<file path="config.mk">
export PLATFORM = sky130hd
export DESIGN_NAME = ha_array_row_accumulator
export DESIGN_NICKNAME = d
export VERILOG_FILES = /design/src/rtl/ha_array_row_accumulator.sv
export SDC_FILE = /design/constraint.sdc
export NUM_CORES = 1
export LEC_CHECK = 0
export BUFFER_PORTS_ARGS = -buffer_cell sky130_fd_sc_hd__buf_4
export CAP_MARGIN = 25
export CELL_PAD_IN_SITES_DETAIL_PLACEMENT = 1
export CELL_PAD_IN_SITES_GLOBAL_PLACEMENT = 1
export CORE_ASPECT_RATIO = 1.75
export CORE_MARGIN = 3
export CORE_UTILIZATION = 30
export DETAILED_ROUTE_END_ITERATION = 7
export PLACE_DENSITY = 0.69
export SLEW_MARGIN = 20
export SYNTH_ARGS = -nofsm -noshare
export SYNTH_HDL_FRONTEND = slang
export SYNTH_SLANG_ARGS = --single-unit
</file>
<file path="constraint.sdc">
create_clock -name clk -period 3.4 [get_ports clk]
set_input_delay 0.34 -clock clk [delete_from_list [all_inputs] [get_ports clk]]
set_output_delay 0.34 -clock clk [all_outputs]
set_load 0.02 [all_outputs]
</file>
<file path="src/rtl/ha_array_row_accumulator.sv">
// ----------------------------------------------------------------------------
// ha_array_row_accumulator
//
// Reduces the ROWS row pairs (t = sum row, b = carry row) produced by the
// combinational ha-array partial-product generator into a single OUT_W-bit
// product. A single shared adder is time-multiplexed across the rows, one row
// per clock. Both sides use a valid/ready handshake.
//
// Ports
//   clk          clock, rising edge
//   rst_n        asynchronous active-low reset
//   in_valid_i   row vectors valid
//   in_ready_o   block can accept a transaction (high only in IDLE)
//   ha_t_i       packed t vectors, row k at [k*T_W +: T_W]
//   ha_b_i       packed b vectors, row k at [k*B_W +: B_W]
//   flush_i      synchronous abort, returns to IDLE and drops the transaction
//   out_valid_o  product valid (high only in DONE)
//   out_ready_i  consumer accepts the product
//   product_o    accumulated product, modulo 2^OUT_W
//   overflow_o   sticky flag: some addition carried out of bit OUT_W-1
//
// State | meaning
// ------+---------------------------------------------------------------
// IDLE  | waiting for a transaction, in_ready high
// ACC   | adding one row per cycle, row index in cnt_q
// DONE  | result presented, held until out_ready
// ----------------------------------------------------------------------------
module ha_array_row_accumulator #(
    parameter int ROWS      = 4,
    parameter int T_W       = 9,
    parameter int B_W       = 7,
    parameter int B_OFF     = 2,
    parameter int ROW_SHIFT = 2,
    parameter int OUT_W     = 16
) (
    input  logic                clk,
    input  logic                rst_n,
    input  logic                in_valid_i,
    output logic                in_ready_o,
    input  logic [ROWS*T_W-1:0] ha_t_i,
    input  logic [ROWS*B_W-1:0] ha_b_i,
    input  logic                flush_i,
    output logic                out_valid_o,
    input  logic                out_ready_i,
    output logic [OUT_W-1:0]    product_o,
    output logic                overflow_o
);

    localparam int              CNT_W    = (ROWS > 1) ? $clog2(ROWS) : 1;
    localparam logic [CNT_W-1:0] LAST_ROW = CNT_W'(ROWS - 1);

    typedef enum logic [1:0] {
        S_IDLE = 2'd0,
        S_ACC  = 2'd1,
        S_DONE = 2'd2
    } state_e;

    state_e               state_q;
    logic [CNT_W-1:0]     cnt_q;
    logic [ROWS*T_W-1:0]  t_q;
    logic [ROWS*B_W-1:0]  b_q;
    logic [OUT_W-1:0]     acc_q;
    logic                 ovf_q;
    logic                 in_ready_q;
    logic                 out_valid_q;

    logic [OUT_W:0]       row_ext;
    logic [OUT_W:0]       contrib_ext;
    logic [OUT_W:0]       sum;
    logic [OUT_W-1:0]     acc_d;
    logic                 ovf_d;

    // Row mux and shared adder. Each row is aligned with a constant shift
    // inside the loop, so no barrel shifter is built for the row weight.
    always_comb begin
        row_ext     = '0;
        contrib_ext = '0;
        for (int k = 0; k < ROWS; k++) begin
            if (cnt_q == CNT_W'(k)) begin
                row_ext     = (OUT_W+1)'(t_q[k*T_W +: T_W])
                            + ((OUT_W+1)'(b_q[k*B_W +: B_W]) << B_OFF);
                contrib_ext = row_ext << (k * ROW_SHIFT);
            end
        end
        // Contributions beyond OUT_W bits wrap; the adder's extra bit is
        // only the carry out of the accumulator.
        sum   = {1'b0, acc_q} + {1'b0, contrib_ext[OUT_W-1:0]};
        acc_d = sum[OUT_W-1:0];
        ovf_d = ovf_q | sum[OUT_W];
    end

    always_ff @(posedge clk or negedge rst_n) begin
        if (!rst_n) begin
            state_q     <= S_IDLE;
            cnt_q       <= '0;
            t_q         <= '0;
            b_q         <= '0;
            acc_q       <= '0;
            ovf_q       <= 1'b0;
            in_ready_q  <= 1'b1;
            out_valid_q <= 1'b0;
        end else if (flush_i) begin
            // Abort wins over any handshake in the same cycle.
            state_q     <= S_IDLE;
            cnt_q       <= '0;
            acc_q       <= '0;
            ovf_q       <= 1'b0;
            in_ready_q  <= 1'b1;
            out_valid_q <= 1'b0;
        end else begin
            case (state_q)
                S_IDLE: begin
                    if (in_valid_i && in_ready_q) begin
                        t_q        <= ha_t_i;
                        b_q        <= ha_b_i;
                        acc_q      <= '0;
                        ovf_q      <= 1'b0;
                        cnt_q      <= '0;
                        in_ready_q <= 1'b0;
                        state_q    <= S_ACC;
                    end
                end
                S_ACC: begin
                    acc_q <= acc_d;
                    ovf_q <= ovf_d;
                    if (cnt_q == LAST_ROW) begin
                        cnt_q       <= '0;
                        out_valid_q <= 1'b1;
                        state_q     <= S_DONE;
                    end else begin
                        cnt_q <= cnt_q + CNT_W'(1);
                    end
                end
                S_DONE: begin
                    // in_ready stays low through the exit cycle, so the
                    // earliest next accept is one cycle after the handshake.
                    if (out_ready_i) begin
                        out_valid_q <= 1'b0;
                        in_ready_q  <= 1'b1;
                        state_q     <= S_IDLE;
                    end
                end
                default: begin
                    state_q     <= S_IDLE;
                    in_ready_q  <= 1'b1;
                    out_valid_q <= 1'b0;
                end
            endcase
        end
    end

    assign in_ready_o  = in_ready_q;
    assign out_valid_o = out_valid_q;
    assign product_o   = acc_q;
    assign overflow_o  = ovf_q;

endmodule

</file>
==> flow_summary_export.csv <==
group,metric,value,unit
routing,finalWirelength,16500,um
finish,final_layout_size_suffix_gt1_share,33.0,%
flow_run,maxCapViolations,0,
logic_synthesis,synth_top_cell_by_area,"dfrtp_1",
logic_synthesis,synth_top_flop_cell,"dfrtp_1",
floorplanning,die_y,186,um
routing,drtPass1Iterations,4,
sta,rsz0062_at_grt,"true",
routing,drc,0,
floorplanning,core,18100,um2
logic_synthesis,async_reset_ff_share,100,%
floorplanning,die_x,109,um
finish,antenna_cells,0,
sta,finalMaxSlewViolations,0,
global_route,grt_overflow,0,
clocking,cts_num_sinks,87,
routing,ant_nets,0,
clocking,cts_buffer_depth,2,
routing,wire_per_inst,18.2,um
clocking,clk_latency,0.35,ns
worst_setup_path,r2r_setup_slack,0.03,ns
logic_synthesis,syn_nets,656,
floorplanning,rows,65,
floorplanning,die_area,20300,um2
run_status,status,"finished clean",
worst_setup_path,path_class,"reg -> reg",
global_route,grt_pass1_vias,5360,
hold_path,hold_class,"in -> reg",
logic_synthesis,syn_avg_cell_area,10.5,um2
power,total_power,5460,uW
worst_setup_path,worstPathMaxFanout,2,
finish,fin_cells,904,
sta,finalSetupViolations,0,
clocking,clk_pin_slew,0.06,ns
global_route,antenna_found_initial,0,
sta,relSlewSlack,35.0,%
routing,vias_per_cell,5.23,
logic_synthesis,synth_cell_type_count,63,
sta,max_freq,0.297,GHz
sta,totalNegativeSetupSlack,0,ns
logic_synthesis,ys_ff_latch,87,
sta,period_minus_slack,3.37,ns
placed_design,place_area,6810,um2
finish,fillers,2010,
finish,layout.nets,788,
logic_synthesis,ys_warn_count,0,
clocking,cts_tree,"built",
placed_design,place_hpwl,13200,um
placed_design,dp.cells,881,
logic_synthesis,syn-instance-count,533,
logic_synthesis,synth_top_area_share,38.6,%
logic_synthesis,synthMostInstantiatedCell,"dfrtp_1",
placed_design,dp_worst_setup_slack,-0.193,ns
floorplanning,start_util,30.8,%
power,cellLeakagePower,0.00337,uW
sta,fin_ws,0.0349,ns
global_route,grt_pass1_wl,26900,um
routing,vias,4729,
clocking,clockRootBuffer,"clkbuf_16",
finish,syn2layout_area_growth,33.5,%
worst_setup_path,critPathArrivalTime,3.61,ns
logic_synthesis,synth_area,5580,um2
clocking,cts_buffers,9,
placed_design,port_buffers,87,
sta,worstMarginPinSlew,0.975,ns
logic_synthesis,seq_area_frac_synth,39.1,%
routing,drt-initial-drc-count,158,
placed_design,place_congestion,0.900,
global_route,grt.total_usage,16.9,%
floorplanning,pin_count,88,
finish,finalInstanceArea,7450,um2
logic_synthesis,synth_edf_count,0,
sta,fin_skew,0.00552,ns
sta,finalCritPeriodShare,99.0,%
logic_synthesis,ys_top_cells_by_area,"dfrtp_1 39%, ha_1 11%, mux2_1 11%",
sta,hold_viol,0,
worst_setup_path,cp-end-kind,"register",
worst_setup_path,crit_required,3.64,ns
worst_setup_path,startpoint_type,"register",
global_route,grt_max_degree,66,
clocking,htreeDepth,3,
power,power_density,734,nW/um2
power,peakVddDrop,0.000289,V
logic_synthesis,synth_commonest_cells,"86 x dfrtp_1, 54 x mux2_1, 49 x ha_1",
## cell usage in the layout, fill, tap and decap left out, types with 4 or more instances in the layout
master / netlist / routed
xor2_1: 11 / 11
buf_4: 1 / 139
nand3_1: 10 / 9
o31a_1: 4 / 4
nor2_1: 27 / 25
fa_2: 0 / 4
a211o_1: 4 / 4
o21ai_1: 12 / 12
mux2_1: 54 / 54
dfrtp_1: 86 / 85
o21a_1: 7 / 7
ha_1: 49 / 41
a211oi_2: 1 / 6
xnor2_1: 4 / 4
o211ai_1: 4 / 4
o21ai_2: 1 / 6
a21oi_1: 29 / 24
nor2b_1: 5 / 4
nor3_1: 12 / 10
a211oi_1: 15 / 9
a21o_1: 9 / 9
inv_1: 13 / 13
ha_4: 0 / 5
mux2_2: 10 / 10
nand4_1: 4 / 4
o21bai_1: 8 / 7
a21oi_2: 1 / 6
a31oi_1: 8 / 5
a22o_1: 5 / 5
and3_1: 6 / 6
clkbuf_16: 0 / 9
o21ai_0: 27 / 22
nand2_1: 31 / 31
## critical path, cell delays in order, from the launching register on
cell and delay (ns):
dfrtp_1 0.42, ha_4 0.29, a211oi_2 0.08, buf_4 0.15, or4b_4 0.51, o311ai_2 0.10, nand2_1 0.10, a31oi_2 0.23
ha_1 0.27, a21oi_2 0.20, nor2_2 0.06, a211o_1 0.27, or3_1 0.35, a32o_1 0.25
## metal layers
| metal | up-vias | track usage (%) | wire [um] |
|---|---|---|---|
| met5 | - | 0 | 0 |
| met4 | 0 | 6.76 | 469 |
| met3 | 21 | 2.77 | 449 |
| met2 | 68 | 32.7 | 9500 |
| met1 | 2385 | 17.2 | 6060 |
| li1 | 2255 | - | - |
## per-stage QoR
stage	hold WS, ns	utilization [%]
after floorplan	0.0444	-
after global placement	0.473	37.4
after detailed placement	0.358	37.6
after CTS	0.190	40.1
after global routing	0.191	41.1
final	0.198	41.1
## cell type report
class | count | area (um2) | share of cell area [%]
multi-input combinational | 413 | 3500 | 47.0
sequential | 87 | 2180 | 29.3
tap | 234 | 293 | 3.93
clock buffer | 12 | 267 | 3.58
timing repair buffer | 141 | 1080 | 14.5
inverter | 13 | 48.8 | 0.655
clock inverter | 4 | 76.3 | 1.03
## report_power, final
| group | internal, uW | switching [uW] |
|---|---|---|
| sequential | 1290 | 196 |
| clock | 705 | 414 |
| combinational | 1370 | 1490 |
## final timing paths
check | start | endpoint | cells after the start
min | ha_b_i[10] | b_q[10] | 2
min reg2reg | t_q[0] | t_q[0] | 1
max | b_q[1] | product_o[12] | 13
max in group asynchronous | rst_n | b_q[15] | 3
max reg2reg | b_q[1] | product_o[12] | 13
min in group asynchronous | rst_n | product_o[1] | 2
## cells by family after synthesis
| group | synth area share, % |
|---|---|
| AND/OR/NAND/NOR | 11.0 |
| buffers and inverters | 2.47 |
| XOR/XNOR | 2.36 |
| multiplexers | 13.5 |
| adder cells (fa/ha/maj) | 12.8 |
| flip-flops | 39.1 |
| AO/OA/AOI/OAI | 18.9 |
## timing repair
item	CTS	global route
pin swaps	3	20
endpoints found under the setup margin	6	11
buffers inserted	1	5
hold endpoints to repair	24	0
hold buffers	1	0
cloned	0	0
resized for setup	19	34
## state kept, by name, summed over array words and instances, names as in the netlist
register     flops
in_ready_o       1
state_q          2
cnt_q            2
overflow_o       1
b_q             28
out_valid_o      1
product_o       16
t_q             36
(Power assumes the default switching activity.)
